===== config.mk =====
export PLATFORM = sky130hd
export DESIGN_NAME = xgmii_gmii_tx
export DESIGN_NICKNAME = d
export VERILOG_FILES = /design/src/rtl/xgmii_gmii_tx_pkg.sv /design/src/rtl/xgmii_lane_sel.sv /design/src/rtl/xgmii_gmii_tx.sv
export SDC_FILE = /design/constraint.sdc
export NUM_CORES = 1
export LEC_CHECK = 0
export CAP_MARGIN = 25
export CORE_MARGIN = 8
export CORE_UTILIZATION = 49
export CTS_BUF_LIST = sky130_fd_sc_hd__clkbuf_4 sky130_fd_sc_hd__clkbuf_8 sky130_fd_sc_hd__clkbuf_16
export CTS_CLUSTER_DIAMETER = 150
export DETAILED_ROUTE_END_ITERATION = 8
export PLACE_DENSITY = 0.77
export SLEW_MARGIN = 10
export SYNTH_ARGS = -nofsm -noshare
export SYNTH_HDL_FRONTEND = slang
export SYNTH_SLANG_ARGS = --single-unit

===== constraint.sdc =====
create_clock -name clk -period 2.7 [get_ports clk]
set_clock_uncertainty 0.1 [all_clocks]
set_input_delay 0.27 -clock clk [delete_from_list [all_inputs] [get_ports clk]]
set_output_delay 0.27 -clock clk [all_outputs]
set_load 0.02 [all_outputs]

===== src/rtl/xgmii_gmii_tx_pkg.sv =====
// xgmii_gmii_tx_pkg: xgmii control octets and converter FSM states
package xgmii_gmii_tx_pkg;
  localparam logic [7:0] START_OCT = 8'hFB;
  localparam logic [7:0] TERM_OCT  = 8'hFD;
  localparam logic [7:0] ERROR_OCT = 8'hFE;
  localparam logic [7:0] IDLE_OCT  = 8'h07;
  localparam logic [7:0] PRE_FILL  = 8'h55;
  typedef enum logic [1:0] {S_IDLE, S_PRE, S_DATA, S_ABORT} state_t;
endpackage


===== src/rtl/xgmii_lane_sel.sv =====
// xgmii_lane_sel: word hold register and lane/nibble walker; emits current {ctl, oct, nib_hi} plus underrun, early-strobe and mode-change flags
module xgmii_lane_sel (
  input  logic        clk,
  input  logic        rst,
  input  logic        mii_mode_i,
  input  logic        clk_en_i,
  input  logic [63:0] xd_i,
  input  logic [7:0]  xc_i,
  output logic        ctl,
  output logic [7:0]  oct,
  output logic        nib_hi,
  output logic        mii,
  output logic        underrun,
  output logic        early,
  output logic        mode_chg
);
  import xgmii_gmii_tx_pkg::*;
  logic [63:0] hold_d;
  logic [7:0]  hold_c;
  logic [4:0]  cnt;
  logic        mode;
  logic [4:0]  last;
  logic [2:0]  lane;
  assign last     = mode ? 5'd16 : 5'd8;
  assign underrun = !clk_en_i && cnt == last;
  assign early    = clk_en_i && cnt != last;
  assign mode_chg = clk_en_i && mii_mode_i != mode;
  assign mii      = clk_en_i ? mii_mode_i : mode;
  assign lane     = mode ? cnt[3:1] : cnt[2:0];
  assign nib_hi   = !clk_en_i && mode && cnt[0];
  assign ctl      = clk_en_i ? xc_i[0] : hold_c[lane];
  assign oct      = clk_en_i ? xd_i[7:0] : hold_d[{lane, 3'b000} +: 8];
  always_ff @(posedge clk)
    if (rst) begin
      hold_d <= {8{IDLE_OCT}};
      hold_c <= 8'hFF;
      cnt    <= 5'd8;
      mode   <= 1'b0;
    end else if (clk_en_i) begin
      hold_d <= xd_i;
      hold_c <= xc_i;
      cnt    <= 5'd1;
      mode   <= mii_mode_i;
    end else if (cnt != last) begin
      cnt <= cnt + 5'd1;
    end
endmodule


===== src/rtl/xgmii_gmii_tx.sv =====
// xgmii_gmii_tx: xgmii-like 64-bit words to GMII octets / MII nibbles (clk, rst, mii_mode_i, clk_en_i, xd_i, xc_i -> en_o, er_o, d_o, sfd_o, frm_err_o)
module xgmii_gmii_tx #(
  parameter logic [7:0] SFD_OCT = 8'hD5,
  parameter logic [7:0] PRE_OCT = 8'h55,
  parameter logic [7:0] ERR_OCT = 8'h00
) (
  input  logic        clk,
  input  logic        rst,
  input  logic        mii_mode_i,
  input  logic        clk_en_i,
  input  logic [63:0] xd_i,
  input  logic [7:0]  xc_i,
  output logic        en_o,
  output logic        er_o,
  output logic [7:0]  d_o,
  output logic        sfd_o,
  output logic        frm_err_o
);
  import xgmii_gmii_tx_pkg::*;
  logic       ctl, nib_hi, mii, underrun, early, mode_chg;
  logic [7:0] oct;
  state_t     st, ns;
  logic [2:0] pidx, pidx_n;
  logic       en_r, er_r, hi_r, mii_r, sfd_r, fe_r;
  logic [7:0] oct_r;
  logic       en_n, er_n, sfd_n, fe_n;
  logic [7:0] oct_n;
  logic       term, bad_pre, bad_data;
  xgmii_lane_sel u_sel (
    .clk        (clk),
    .rst        (rst),
    .mii_mode_i (mii_mode_i),
    .clk_en_i   (clk_en_i),
    .xd_i       (xd_i),
    .xc_i       (xc_i),
    .ctl        (ctl),
    .oct        (oct),
    .nib_hi     (nib_hi),
    .mii        (mii),
    .underrun   (underrun),
    .early      (early),
    .mode_chg   (mode_chg)
  );
  assign term     = ctl && oct == TERM_OCT;
  assign bad_pre  = ctl || (pidx == 3'd7 ? oct != SFD_OCT : oct != PRE_FILL);
  assign bad_data = ctl && !term && oct != ERROR_OCT;
  always_comb begin
    ns     = st;
    pidx_n = pidx;
    en_n   = 1'b0;
    er_n   = 1'b0;
    oct_n  = oct;
    sfd_n  = 1'b0;
    fe_n   = early;
    if (nib_hi) begin
      en_n  = en_r;
      er_n  = er_r;
      oct_n = oct_r;
      fe_n  = 1'b0;
    end else if (mode_chg && st != S_IDLE) begin
      en_n = 1'b1;
      er_n = 1'b1;
      fe_n = 1'b1;
      ns   = S_ABORT;
    end else if (underrun) begin
      en_n = st != S_IDLE;
      er_n = st != S_IDLE;
      fe_n = st == S_PRE || st == S_DATA;
      ns   = st == S_IDLE ? S_IDLE : S_ABORT;
    end else begin
      case (st)
        S_IDLE: begin
          en_n   = ctl && oct == START_OCT;
          oct_n  = PRE_OCT;
          fe_n   = early || !ctl;
          ns     = en_n ? S_PRE : S_IDLE;
          pidx_n = 3'd1;
        end
        S_PRE: begin
          en_n   = 1'b1;
          er_n   = bad_pre;
          fe_n   = early || bad_pre;
          sfd_n  = !bad_pre && pidx == 3'd7;
          ns     = bad_pre ? S_ABORT : pidx == 3'd7 ? S_DATA : S_PRE;
          pidx_n = pidx + 3'd1;
        end
        S_DATA: begin
          en_n = !term;
          er_n = ctl && !term;
          fe_n = early || bad_data;
          ns   = bad_data ? S_ABORT : term ? S_IDLE : S_DATA;
        end
        default: begin
          en_n = !term;
          er_n = !term;
          ns   = term ? S_IDLE : S_ABORT;
        end
      endcase
    end
  end
  always_ff @(posedge clk)
    if (rst) begin
      st    <= S_IDLE;
      pidx  <= 3'd0;
      en_r  <= 1'b0;
      er_r  <= 1'b0;
      oct_r <= 8'h00;
      hi_r  <= 1'b0;
      mii_r <= 1'b0;
      sfd_r <= 1'b0;
      fe_r  <= 1'b0;
    end else begin
      st    <= ns;
      pidx  <= pidx_n;
      en_r  <= en_n;
      er_r  <= er_n;
      oct_r <= er_n ? ERR_OCT : en_n ? oct_n : 8'h00;
      hi_r  <= nib_hi;
      mii_r <= mii;
      sfd_r <= sfd_n;
      fe_r  <= fe_n;
    end
  assign en_o      = en_r;
  assign er_o      = er_r;
  assign sfd_o     = sfd_r;
  assign frm_err_o = fe_r;
  assign d_o       = mii_r ? {4'h0, hi_r ? oct_r[7:4] : oct_r[3:0]} : oct_r;
endmodule


==> results of run 1 <==
[per-stage QoR]
stage,instances,setup WS [ns]
4_1_cts,876,-0.178
6_report,877,-0.261
2_1_floorplan,599,-0.0200
5_1_grt,877,-0.384
3_3_place_gp,851,-0.403
3_5_place_dp,851,-0.407
[worst max-delay path: stages, from the launching register on]
cell       delay (ns)
dfxtp_4          0.40
mux2_4           0.34
a22o_1           0.20
a221oi_2         0.29
o211ai_1         0.22
or3_4            0.42
nor4_4           0.29
o21a_2           0.21
a211oi_4         0.07
buf_12           0.15
a2111oi_4        0.18
[cell type report]
cell class / count / area share [%]
tap: 136 / 2.38
clock buffer: 10 / 1.92
inverter: 18 / 0.945
sequential: 96 / 27.0
clock inverter: 6 / 1.26
timing repair buffer: 165 / 21.2
multi-input combinational: 446 / 45.2
[cells in the final DEF, fill, tap and decap left out, types with 14 or more instances in the layout]
| master | instances |
|---|---|
| nand2_1 | 69 |
| o211ai_1 | 14 |
| mux2i_1 | 101 |
| nor2_1 | 54 |
| inv_1 | 18 |
| buf_4 | 70 |
| a21oi_1 | 19 |
| clkdlybuf4s50_1 | 85 |
| dfxtp_1 | 92 |
[routing by layer]
layer	GRT usage, %	vias to the layer above	wire, um
met1	26.8	2432	7080
met5	0	-	0
met3	4.83	36	863
met2	37.6	163	7730
li1	-	2436	-
met4	8.59	0	439
[where the power goes]
group          switching [mW]  total, mW  internal (mW)
sequential              0.111       1.67           1.56
clock                   0.537       1.09          0.552
combinational           0.816       1.61          0.792
total                    1.46       4.37           2.90
[state kept, by name, indices dropped and copies added, names as in the netlist]
name and flops:
pidx 3, u_sel.cnt 5, er_o 1, oct_r 8, mii_r 1, u_sel.hold_c 8
en_o 1, hi_r 1, sfd_o 1, frm_err_o 1, u_sel.hold_d 64, st 2
[cell families after synthesis]
logic type      count (synthesis)
compound gates                121
xor+xnor                        6
fa+ha+maj                       8
buf+inv                        57
flops                          96
mux                           111
simple gates                  200
[what timing repair did]
| action | in CTS | in global routing |
|---|---|---|
| buffers inserted | 10 | 1 |
| pin swaps | 18 | 11 |
| gates resized for setup | 34 | 17 |
| hold buffers | 0 | 0 |
| endpoints found under the setup margin | 14 | 14 |
[worst paths after layout]
kind | start | cells after the start | to | slack [ns]
worst max-delay path | mii_r | 10 | oct_r[2] | -0.26
worst max register to register | mii_r | 10 | oct_r[2] | -0.26
worst min-delay path | rst | 2 | pidx[2] | 0.12
worst min register to register | u_sel.hold_c[0] | 2 | u_sel.hold_c[0] | 0.39
==> impl_metrics.prom, run 1 <==
# TYPE chip_impl_metric gauge
chip_impl_metric{name="floorplan.io_pins",unit=""} 88
chip_impl_metric{name="area_occupied_by_multi_input_gates",unit="um2"} 3240
chip_impl_metric{name="detailroute.via_count",unit=""} 5067
chip_impl_metric{name="cts.path.max_buffers",unit=""} 2
chip_impl_metric{name="total_power",unit="mW"} 4.37
chip_impl_metric{name="tightestPinTransition",unit="ns"} 0.550
chip_impl_info{name="unrepaired_setup_endpoints_after_global_routing",value="yes"} 1
chip_impl_info{name="yosys-top-cells-area",value="dfxtp_1, mux2i_1, nand2_1"} 1
chip_impl_info{name="cts_tree",value="built"} 1
chip_impl_metric{name="gpl.final_weighted_congestion",unit=""} 0.906
chip_impl_metric{name="crit_arrival",unit="ns"} 3.14
chip_impl_metric{name="fillerInstances",unit=""} 852
chip_impl_metric{name="post-route-util",unit="%"} 69.0
chip_impl_metric{name="post_synthesis_xor_xnor_area_fraction",unit="%"} 1.00
chip_impl_metric{name="critical_path.max_fanout",unit=""} 8
chip_impl_metric{name="setup_ws",unit="ns"} -0.261
chip_impl_metric{name="timing.final.crit_period",unit="ns"} 2.96
chip_impl_metric{name="final-setup-viol-count",unit=""} 14
chip_impl_info{name="leading_area_contributor_after_synthesis",value="dfxtp_1"} 1
chip_impl_info{name="synth-main-ff-cell",value="dfxtp_1"} 1
chip_impl_info{name="worstSetupPathType",value="flop to flop"} 1
chip_impl_metric{name="mux_contribution_to_synthesized_area",unit="%"} 21.3
chip_impl_metric{name="timing.slew.headroom",unit="%"} 63.4
chip_impl_metric{name="grt_pass1_wl",unit="um"} 26100
chip_impl_metric{name="placed_cell_area",unit="um2"} 6640
chip_impl_metric{name="maximum_achievable_frequency",unit="GHz"} 0.338
chip_impl_metric{name="placement.io_buffers",unit=""} 87
chip_impl_metric{name="area.sequential",unit="um2"} 1930
chip_impl_metric{name="fin_setup_tns",unit="ns"} -2.46
chip_impl_metric{name="synth_cells",unit=""} 599
chip_impl_metric{name="synth-warning-count",unit=""} 0
chip_impl_metric{name="powerDensity",unit="nW/um2"} 611
chip_impl_info{name="failed_checks",value="setup timing"} 1
chip_impl_metric{name="synthToLayoutAreaGrowth",unit="%"} 36.2
chip_impl_metric{name="cts_made_buffers",unit=""} 9
chip_impl_metric{name="leakage",unit="nW"} 2.97
chip_impl_metric{name="clk_transition_reported_paths",unit="ns"} 0.10
chip_impl_metric{name="layout-drive-gt1-share",unit="%"} 19.4
chip_impl_metric{name="synth_nets",unit=""} 683
chip_impl_metric{name="floorplan.die.width",unit="um"} 120
chip_impl_metric{name="synth.distinct_cells",unit=""} 64
chip_impl_metric{name="grt_overflow",unit=""} 0
chip_impl_metric{name="post_drt_via_cell_ratio",unit=""} 5.78
chip_impl_metric{name="synth-edff-count",unit=""} 0
chip_impl_metric{name="maximum_number_of_pins_on_one_net_before_global_route_repair",unit=""} 50
chip_impl_metric{name="synth.top_cell.area_share",unit="%"} 36.6
chip_impl_info{name="end_kind",value="flop"} 1
chip_impl_metric{name="numClockSinks",unit=""} 96
chip_impl_metric{name="post_synthesis_simple_gate_area_fraction",unit="%"} 17.8
chip_impl_metric{name="antenna_cells_inserted",unit=""} 0
chip_impl_metric{name="ys_seq_elements",unit=""} 96
chip_impl_metric{name="fp-row-count",unit=""} 37
chip_impl_metric{name="synth_area_per_cell",unit="um2"} 8.76
chip_impl_info{name="min_path_type",value="input port to flop"} 1
chip_impl_metric{name="cp.required",unit="ns"} 2.88
chip_impl_metric{name="final_hold_viol_count",unit=""} 0
chip_impl_metric{name="die_area",unit="um2"} 14300
chip_impl_metric{name="coreArea",unit="um2"} 10400
chip_impl_metric{name="dr.first_iter.drc_count",unit=""} 319
chip_impl_metric{name="chipHeight",unit="um"} 120
chip_impl_metric{name="dpl.hpwl",unit="um"} 12200
chip_impl_metric{name="grt_antenna_before_repair",unit=""} 0
chip_impl_metric{name="synth_compound_gate_area_share",unit="%"} 16.5
chip_impl_metric{name="period_share",unit="%"} 110
chip_impl_metric{name="grt_use_total",unit="%"} 22.1
chip_impl_metric{name="final_net_count",unit=""} 820
chip_impl_metric{name="vdd_drop_max",unit="mV"} 0.414
chip_impl_metric{name="timing.final.max_slew_violations",unit=""} 0
chip_impl_info{name="largest_family_of_logic_cells_by_synthesized_area",value="multiplexers"} 1
chip_impl_metric{name="synth_seq_area_share",unit="%"} 36.6
chip_impl_metric{name="first_global_vias",unit=""} 5200
chip_impl_metric{name="clkLatencyLatePin",unit="ns"} 0.37
chip_impl_info{name="critPathLaunchType",value="flop"} 1
chip_impl_metric{name="synthAdderAreaFrac",unit="%"} 1.91
chip_impl_info{name="most_frequent_cell_after_synthesis",value="mux2i_1"} 1
chip_impl_metric{name="post-route-drc-count",unit=""} 0
chip_impl_metric{name="detail_route.first_pass.iterations",unit=""} 5
chip_impl_metric{name="routed_length_per_instance",unit="um"} 18.4
chip_impl_metric{name="cts_max_level",unit=""} 3
chip_impl_info{name="ys_top_cells_by_count",value="mux2i_1, dfxtp_1, nand2_1, nor2_1, a21oi_1"} 1
chip_impl_metric{name="synth.cell_area",unit="um2"} 5250
chip_impl_metric{name="worst_hold_slack",unit="ns"} 0.123
chip_impl_metric{name="asr_flop_ratio_synth",unit="%"} 0
chip_impl_metric{name="floorplan.initialDensity",unit="%"} 50.6
chip_impl_metric{name="drv_cap",unit=""} 0
chip_impl_metric{name="antenna_violating_nets_post_route",unit=""} 0
chip_impl_info{name="cts.root.buffer_cell",value="clkbuf_8"} 1
chip_impl_metric{name="post-route-cell-area",unit="um2"} 7150
chip_impl_metric{name="wl",unit="um"} 16100
chip_impl_info{name="outcome",value="finished, violations left"} 1
(Power assumes the default switching activity.)
==> run 2: changes to the inputs <==
--- a/config.mk
+++ b/config.mk
@@ -6,12 +6,14 @@
 export NUM_CORES = 1
 export LEC_CHECK = 0
 export CAP_MARGIN = 25
+export CELL_PAD_IN_SITES_DETAIL_PLACEMENT = 1
+export CELL_PAD_IN_SITES_GLOBAL_PLACEMENT = 2
 export CORE_MARGIN = 8
-export CORE_UTILIZATION = 49
+export CORE_UTILIZATION = 29
 export CTS_BUF_LIST = sky130_fd_sc_hd__clkbuf_4 sky130_fd_sc_hd__clkbuf_8 sky130_fd_sc_hd__clkbuf_16
-export CTS_CLUSTER_DIAMETER = 150
+export CTS_CLUSTER_DIAMETER = 30
 export DETAILED_ROUTE_END_ITERATION = 8
-export PLACE_DENSITY = 0.77
+export PLACE_DENSITY_LB_ADDON = 0.1
 export SLEW_MARGIN = 10
 export SYNTH_ARGS = -nofsm -noshare
 export SYNTH_HDL_FRONTEND = slang
==> run 2 against run 1 <==
  * The flow still finishes with violations (setup timing)
  * Design area rose by 6.5%
  * Clock-buffer cell count rose by 1
  * Worst hold slack improved by 0.024 ns
  * Global-route usage fell by 5.0 points
  * Register-to-register slack improved by 0.03 ns
  * Wire length rose by 19%
  * Non-clock buffer count rose by 25
  * Sequential share of layout area fell by 1.6 points
  * Sequential power barely moved
  * Clock power rose by 34%
  * Via count rose by 0.22%
  * Cell count rose by 13%
==> impl_metrics.prom, run 2 (same netlist as run 1, synthesis figures left out) <==
# TYPE chip_impl_metric gauge
chip_impl_info{name="outcome",value="finished, violations left"} 1
chip_impl_info{name="failed_checks",value="setup timing"} 1
chip_impl_metric{name="area.sequential",unit="um2"} 1940
chip_impl_metric{name="antenna_violating_nets_post_route",unit=""} 0
chip_impl_metric{name="layout-drive-gt1-share",unit="%"} 22.8
chip_impl_metric{name="drv_cap",unit=""} 0
chip_impl_info{name="r2r-start",value="mii_r"} 1
chip_impl_metric{name="tightestPinTransition",unit="ns"} 0.669
chip_impl_metric{name="power.share.combinational",unit="%"} 34.9
chip_impl_metric{name="timing.slew.headroom",unit="%"} 55.4
chip_impl_metric{name="maximum_achievable_frequency",unit="GHz"} 0.341
chip_impl_metric{name="synthToLayoutAreaGrowth",unit="%"} 45.1
chip_impl_metric{name="ff2ff_setup_slack",unit="ns"} -0.23
chip_impl_metric{name="clock_power_share",unit="%"} 30.3
chip_impl_info{name="min_path_type",value="input port to flop"} 1
chip_impl_metric{name="leakage",unit="nW"} 3.15
chip_impl_metric{name="fp-row-count",unit=""} 49
chip_impl_metric{name="dr.first_iter.drc_count",unit=""} 256
chip_impl_metric{name="period_share",unit="%"} 108
chip_impl_metric{name="grt_overflow",unit=""} 0
chip_impl_info{name="end_kind",value="flop"} 1
chip_impl_metric{name="final_net_count",unit=""} 845
chip_impl_metric{name="max_reg_flops",unit=""} 64
chip_impl_metric{name="switching_power",unit="mW"} 1.57
chip_impl_metric{name="grt_use_total",unit="%"} 17.2
chip_impl_metric{name="floorplan.io_pins",unit=""} 88
chip_impl_metric{name="post-route-drc-count",unit=""} 0
chip_impl_metric{name="cts_made_buffers",unit=""} 9
chip_impl_metric{name="clk_transition_reported_paths",unit="ns"} 0.07
chip_impl_metric{name="dpl.hpwl",unit="um"} 14600
chip_impl_info{name="cts_tree",value="built"} 1
chip_impl_info{name="mostFrequentLayoutCells",value="mux2i_1, buf_4, dfxtp_1, clkdlybuf4s50_1, nand2_1"} 1
chip_impl_info{name="worstSetupPathType",value="flop to flop"} 1
chip_impl_metric{name="routed_length_per_instance",unit="um"} 19.3
chip_impl_metric{name="clkLatencyLatePin",unit="ns"} 0.36
chip_impl_metric{name="maximum_number_of_pins_on_one_net_before_global_route_repair",unit=""} 58
chip_impl_metric{name="timing.final.max_slew_violations",unit=""} 0
chip_impl_metric{name="placement.io_buffers",unit=""} 87
chip_impl_metric{name="detail_route.first_pass.iterations",unit=""} 4
chip_impl_metric{name="gpl.final_weighted_congestion",unit=""} 0.878
chip_impl_metric{name="wl",unit="um"} 19200
chip_impl_metric{name="crit_arrival",unit="ns"} 3.05
chip_impl_metric{name="chipHeight",unit="um"} 151
chip_impl_metric{name="area_occupied_by_multi_input_gates",unit="um2"} 3270
chip_impl_info{name="unrepaired_setup_endpoints_after_global_routing",value="yes"} 1
chip_impl_metric{name="fillerInstances",unit=""} 2056
chip_impl_metric{name="floorplan.die.width",unit="um"} 151
chip_impl_metric{name="cts_max_level",unit=""} 3
chip_impl_metric{name="setup_ws",unit="ns"} -0.229
chip_impl_metric{name="numClockSinks",unit=""} 96
chip_impl_metric{name="vdd_drop_max",unit="mV"} 0.291
chip_impl_info{name="critPathLaunchType",value="flop"} 1
chip_impl_info{name="timing.critical_path.from",value="mii_r"} 1
chip_impl_metric{name="sw_frac_of_total",unit="%"} 32.7
chip_impl_metric{name="grt_pass1_wl",unit="um"} 30100
chip_impl_metric{name="cp.required",unit="ns"} 2.82
chip_impl_metric{name="timing.final.crit_period",unit="ns"} 2.93
chip_impl_metric{name="final-setup-viol-count",unit=""} 13
chip_impl_info{name="critical_path.reg2reg.endpoint",value="st[0]"} 1
chip_impl_metric{name="first_global_vias",unit=""} 5486
chip_impl_metric{name="die_area",unit="um2"} 22700
chip_impl_info{name="crit_end",value="st[0]"} 1
chip_impl_info{name="mostFrequentLayoutCell",value="mux2i_1"} 1
chip_impl_metric{name="floorplan.initialDensity",unit="%"} 29.4
chip_impl_metric{name="seq_power_share",unit="%"} 34.8
chip_impl_metric{name="grt_antenna_before_repair",unit=""} 0
chip_impl_info{name="largestRegisters",value="u_sel.hold_d x64, oct_r x8, u_sel.hold_c x8"} 1
chip_impl_metric{name="cts.path.max_buffers",unit=""} 2
chip_impl_metric{name="internal-power",unit="mW"} 3.24
chip_impl_info{name="largest-register",value="u_sel.hold_d"} 1
chip_impl_metric{name="critical_path.max_fanout",unit=""} 7
chip_impl_metric{name="worst-r2r-cell-count",unit=""} 10
chip_impl_metric{name="dpl_worst_slack",unit="ns"} -0.496
chip_impl_metric{name="post_drt_via_cell_ratio",unit=""} 5.10
chip_impl_metric{name="total_power",unit="mW"} 4.82
chip_impl_metric{name="final_hold_viol_count",unit=""} 0
chip_impl_metric{name="powerDensity",unit="nW/um2"} 633
chip_impl_metric{name="coreArea",unit="um2"} 17800
chip_impl_info{name="cts.root.buffer_cell",value="clkbuf_16"} 1
chip_impl_metric{name="detailroute.via_count",unit=""} 5078
chip_impl_metric{name="antenna_cells_inserted",unit=""} 0
[run 2: changes by cell type in the layout (fill, tap and decap cells not counted), sizes merged]
| cell | before | now |
|---|---|---|
| buf | 80 | 105 |
| clkinvlp | 1 | 0 |
| clkbuf | 10 | 11 |
[run 2: layout make-up]
cell class | instances | area share [%]
clock inverter | 5 | 1.13
inverter | 18 | 0.887
clock buffer | 11 | 3.24
tap | 229 | 3.76
sequential | 96 | 25.4
timing repair buffer | 190 | 22.6
multi-input combinational | 446 | 43.0
[run 2: critical path: stages (launching register included)]
cell and delay (ns):
dfxtp_4 0.41, mux2_2 0.39, buf_4 0.17, o32a_1 0.16
nor2_1 0.10, o311a_1 0.25, o21ai_0 0.20, or3_4 0.39
o31ai_2 0.22, a211oi_1 0.06, a2111oi_0 0.34
[run 2: how the worst min path moves through the flow]
stage,from,cells after the start,slack [ns],endpoint
3_3_place_gp,u_sel.hold_c[0],2,0.37,u_sel.hold_c[0]
4_1_cts,rst,3,0.15,u_sel.cnt[3]
3_5_place_dp,u_sel.hold_c[0],2,0.37,u_sel.hold_c[0]
5_1_grt,rst,3,0.17,u_sel.cnt[3]
6_report,rst,3,0.15,u_sel.cnt[3]
2_1_floorplan,xd_i[1],2,0.28,u_sel.hold_d[1]
[run 2: repair_timing]
action	CTS	global route
endpoints found under the setup margin	14	14
setup buffers	14	5
pin swaps	16	15
gates resized for setup	41	21
hold buffers	0	0
hold endpoints to repair	0	0
[run 2: metrics by stage]
step	TNS [ns]	std cells	cell area, um2	hold WS [ns]	utilization (%)
5_1_grt	-3.76	995	7620	0.174	42.7
3_3_place_gp	-5.57	961	6880	0.367	38.6
3_5_place_dp	-6.04	961	6880	0.373	38.6
4_1_cts	-2.07	990	7480	0.153	41.9
6_report	-2.01	995	7620	0.147	42.7
2_1_floorplan	-0.0200	599	5260	0.285	-
[run 2: power by group through the flow]
| stage | sequential, mW | clock, mW | combinational [mW] |
|---|---|---|---|
| after floorplan | 1.68 | 0 | 0.879 |
| after global placement | 1.71 | 0 | 1.48 |
| after detailed placement | 1.71 | 0 | 1.49 |
| after CTS | 1.68 | 1.51 | 1.62 |
| after global routing | 1.69 | 1.56 | 1.83 |
| final | 1.68 | 1.46 | 1.68 |
[run 2: per-layer routing]
metal / GRT usage (%) / routed length (um) / vias to the layer above
li1: - / - / 2483
met4: 6.85 / 444 / 0
met3: 2.49 / 637 / 29
met1: 21.3 / 8680 / 2481
met2: 29.4 / 9410 / 85
met5: 0 / 0 / -
==> run 3: changes to the inputs <==
--- a/config.mk
+++ b/config.mk
@@ -13,6 +13,7 @@
 export CTS_BUF_LIST = sky130_fd_sc_hd__clkbuf_4 sky130_fd_sc_hd__clkbuf_8 sky130_fd_sc_hd__clkbuf_16
 export CTS_CLUSTER_DIAMETER = 30
 export DETAILED_ROUTE_END_ITERATION = 8
+export GPL_ROUTABILITY_DRIVEN = 0
 export PLACE_DENSITY_LB_ADDON = 0.1
 export SLEW_MARGIN = 10
 export SYNTH_ARGS = -nofsm -noshare
==> run 3 against run 2 <==
  * The run still ends with setup timing left
  * Design area is 0.71% lower
  * Sequential power about the same
  * Sequential share of layout area rose by 0.20 points
  * Non-clock buffer count decreased by 9
  * Via count grew 0.79%
  * Wire length rose by 0.42%
  * First-iteration DRC count is 2.3% lower
  * Maximum frequency is 1.7% lower
  * Register-to-register slack worse by 0.05 ns
  * Global-route usage is 0.18 points higher
  * Critical path type unchanged
==> impl_metrics.prom, run 3 (same netlist as run 1, synthesis figures left out) <==
# TYPE chip_impl_metric gauge
chip_impl_metric{name="chipHeight",unit="um"} 151
chip_impl_metric{name="worst_hold_slack",unit="ns"} 0.0810
chip_impl_metric{name="tightestPinTransition",unit="ns"} 0.632
chip_impl_info{name="cts.root.buffer_cell",value="clkbuf_16"} 1
chip_impl_metric{name="post_drt_via_cell_ratio",unit=""} 5.19
chip_impl_info{name="failed_checks",value="setup timing"} 1
chip_impl_metric{name="drv_cap",unit=""} 0
chip_impl_metric{name="cts.path.max_buffers",unit=""} 2
chip_impl_metric{name="antenna_violating_nets_post_route",unit=""} 0
chip_impl_metric{name="floorplan.initialDensity",unit="%"} 29.4
chip_impl_info{name="min_path_type",value="input port to flop"} 1
chip_impl_info{name="worstSetupPathType",value="flop to flop"} 1
chip_impl_metric{name="maximum_number_of_pins_on_one_net_before_global_route_repair",unit=""} 54
chip_impl_metric{name="clk_transition_reported_paths",unit="ns"} 0.07
chip_impl_metric{name="floorplan.io_pins",unit=""} 88
chip_impl_metric{name="clkLatencyLatePin",unit="ns"} 0.35
chip_impl_metric{name="wl",unit="um"} 19300
chip_impl_metric{name="timing.final.crit_period",unit="ns"} 2.98
chip_impl_metric{name="max_reg_flops",unit=""} 64
chip_impl_metric{name="period_share",unit="%"} 110
chip_impl_metric{name="final_net_count",unit=""} 836
chip_impl_metric{name="routed_length_per_instance",unit="um"} 19.5
chip_impl_metric{name="grt_antenna_before_repair",unit=""} 0
chip_impl_info{name="end_kind",value="flop"} 1
chip_impl_metric{name="timing.final.max_slew_violations",unit=""} 0
chip_impl_metric{name="final_hold_viol_count",unit=""} 0
chip_impl_metric{name="holdBufCountCts",unit=""} 0
chip_impl_info{name="critPathLaunchType",value="flop"} 1
chip_impl_metric{name="post-route-drc-count",unit=""} 0
chip_impl_metric{name="die_area",unit="um2"} 22700
chip_impl_metric{name="synthToLayoutAreaGrowth",unit="%"} 44.0
chip_impl_metric{name="timing.slew.headroom",unit="%"} 57.9
chip_impl_info{name="cts_tree",value="built"} 1
chip_impl_info{name="unrepaired_setup_endpoints_after_global_routing",value="yes"} 1
chip_impl_info{name="mostFrequentLayoutCells",value="mux2i_1, dfxtp_1, clkdlybuf4s50_1, buf_4, nand2_1"} 1
chip_impl_metric{name="placement.io_buffers",unit=""} 87
chip_impl_metric{name="cts_max_level",unit=""} 3
chip_impl_metric{name="critical_path.max_fanout",unit=""} 8
chip_impl_metric{name="fp-row-count",unit=""} 49
chip_impl_metric{name="grt_pass1_wl",unit="um"} 30700
chip_impl_metric{name="coreArea",unit="um2"} 17800
chip_impl_metric{name="detail_route.first_pass.iterations",unit=""} 4
chip_impl_metric{name="min_delay_path_depth",unit=""} 2
chip_impl_metric{name="antenna_cells_inserted",unit=""} 0
chip_impl_metric{name="post-route-util",unit="%"} 42.4
chip_impl_info{name="largest-register",value="u_sel.hold_d"} 1
chip_impl_metric{name="crit_arrival",unit="ns"} 3.10
chip_impl_metric{name="grt_use_total",unit="%"} 17.4
chip_impl_metric{name="detailroute.via_count",unit=""} 5118
chip_impl_metric{name="layout.cells.non_filler",unit=""} 986
chip_impl_metric{name="numClockSinks",unit=""} 96
chip_impl_metric{name="total_power",unit="mW"} 4.61
chip_impl_metric{name="cts_made_buffers",unit=""} 9
chip_impl_metric{name="worst-r2r-cell-count",unit=""} 11
chip_impl_info{name="mostFrequentLayoutCell",value="mux2i_1"} 1
chip_impl_metric{name="leakage",unit="nW"} 3.10
chip_impl_metric{name="dp_cells",unit=""} 951
chip_impl_metric{name="powerDensity",unit="nW/um2"} 609
chip_impl_metric{name="dpl_worst_slack",unit="ns"} -0.537
chip_impl_metric{name="maximum_achievable_frequency",unit="GHz"} 0.336
chip_impl_info{name="outcome",value="finished, violations left"} 1
chip_impl_metric{name="final-setup-viol-count",unit=""} 14
chip_impl_metric{name="grt_overflow",unit=""} 0
chip_impl_info{name="largestRegisters",value="u_sel.hold_d x64, oct_r x8, u_sel.hold_c x8"} 1
chip_impl_metric{name="cp.required",unit="ns"} 2.82
chip_impl_metric{name="setup_ws",unit="ns"} -0.280
chip_impl_metric{name="fillerInstances",unit=""} 2002
chip_impl_metric{name="first_global_vias",unit=""} 5609
chip_impl_metric{name="layout-drive-gt1-share",unit="%"} 22.5
chip_impl_metric{name="vdd_drop_max",unit="mV"} 0.360
chip_impl_metric{name="floorplan.die.width",unit="um"} 151
chip_impl_metric{name="dr.first_iter.drc_count",unit=""} 250
chip_impl_metric{name="dpl.hpwl",unit="um"} 14300
## run 3: cell count changes in the layout (fill, tap and decap cells not counted), moves of 3 or more
cell / change
buf_4: -9
a21oi_1: -3
a21oi_2: +3
nor2_2: +3
nor3_1: +3
nor3_2: -3
## run 3: final timing paths
kind | from | endpoint | slack [ns]
worst min-delay path | rst | pidx[0] | 0.08
worst max-delay path | mii_r | oct_r[1] | -0.28
worst max register to register | mii_r | oct_r[1] | -0.28
worst min register to register | u_sel.hold_c[2] | u_sel.hold_c[2] | 0.38
## run 3: area by class of cell
cell class	count	area (um2)	area share, %
timing repair buffer	181	1650	21.9
tap	229	287	3.79
multi-input combinational	446	3340	44.2
clock inverter	4	30.0	0.397
clock buffer	12	248	3.28
inverter	18	67.6	0.893
sequential	96	1940	25.6
## run 3: per-layer routing
metal  up-vias  share of wire, %  GRT usage (%)
met4         0               1.5           6.00
met1      2555                45           21.1
met2        71                51           30.6
li1       2476                 -              -
met5         -                 0              0
met3        16               2.7           2.58
## run 3: per-stage QoR
| step | setup TNS [ns] | cell area, um2 |
|---|---|---|
| finish | -2.61 | 7560 |
| global placement | -6.10 | 6810 |
| detailed placement | -6.34 | 6810 |
| floorplan | -0.0200 | 5260 |
| CTS | -1.49 | 7480 |
| global route | -4.19 | 7560 |
## run 3: what timing repair did
item	in CTS	in global routing
buffers inserted	14	4
gates cloned	1	0
endpoints found under the setup margin	15	15
gates resized for setup	58	10
pin swaps	19	11
## run 3: worst max-delay path, cell delays in order, from the launching register on
cell and delay (ns):
dfxtp_4 0.39, buf_6 0.13, and3b_1 0.19, a221o_1 0.33
a211oi_2 0.31, nor2_1 0.10, a32oi_2 0.25, buf_4 0.18
a21oi_2 0.03, a31o_2 0.27, a211oi_4 0.45, nor3_1 0.12
## run 3: power by group
part           internal [mW]  leakage, nW  total [mW]  switching (mW)
registers               1.56        0.795        1.68           0.119
clock network          0.661        0.137        1.25           0.586
logic                  0.806         2.16        1.68           0.878
total                   3.03         3.10        4.61            1.58
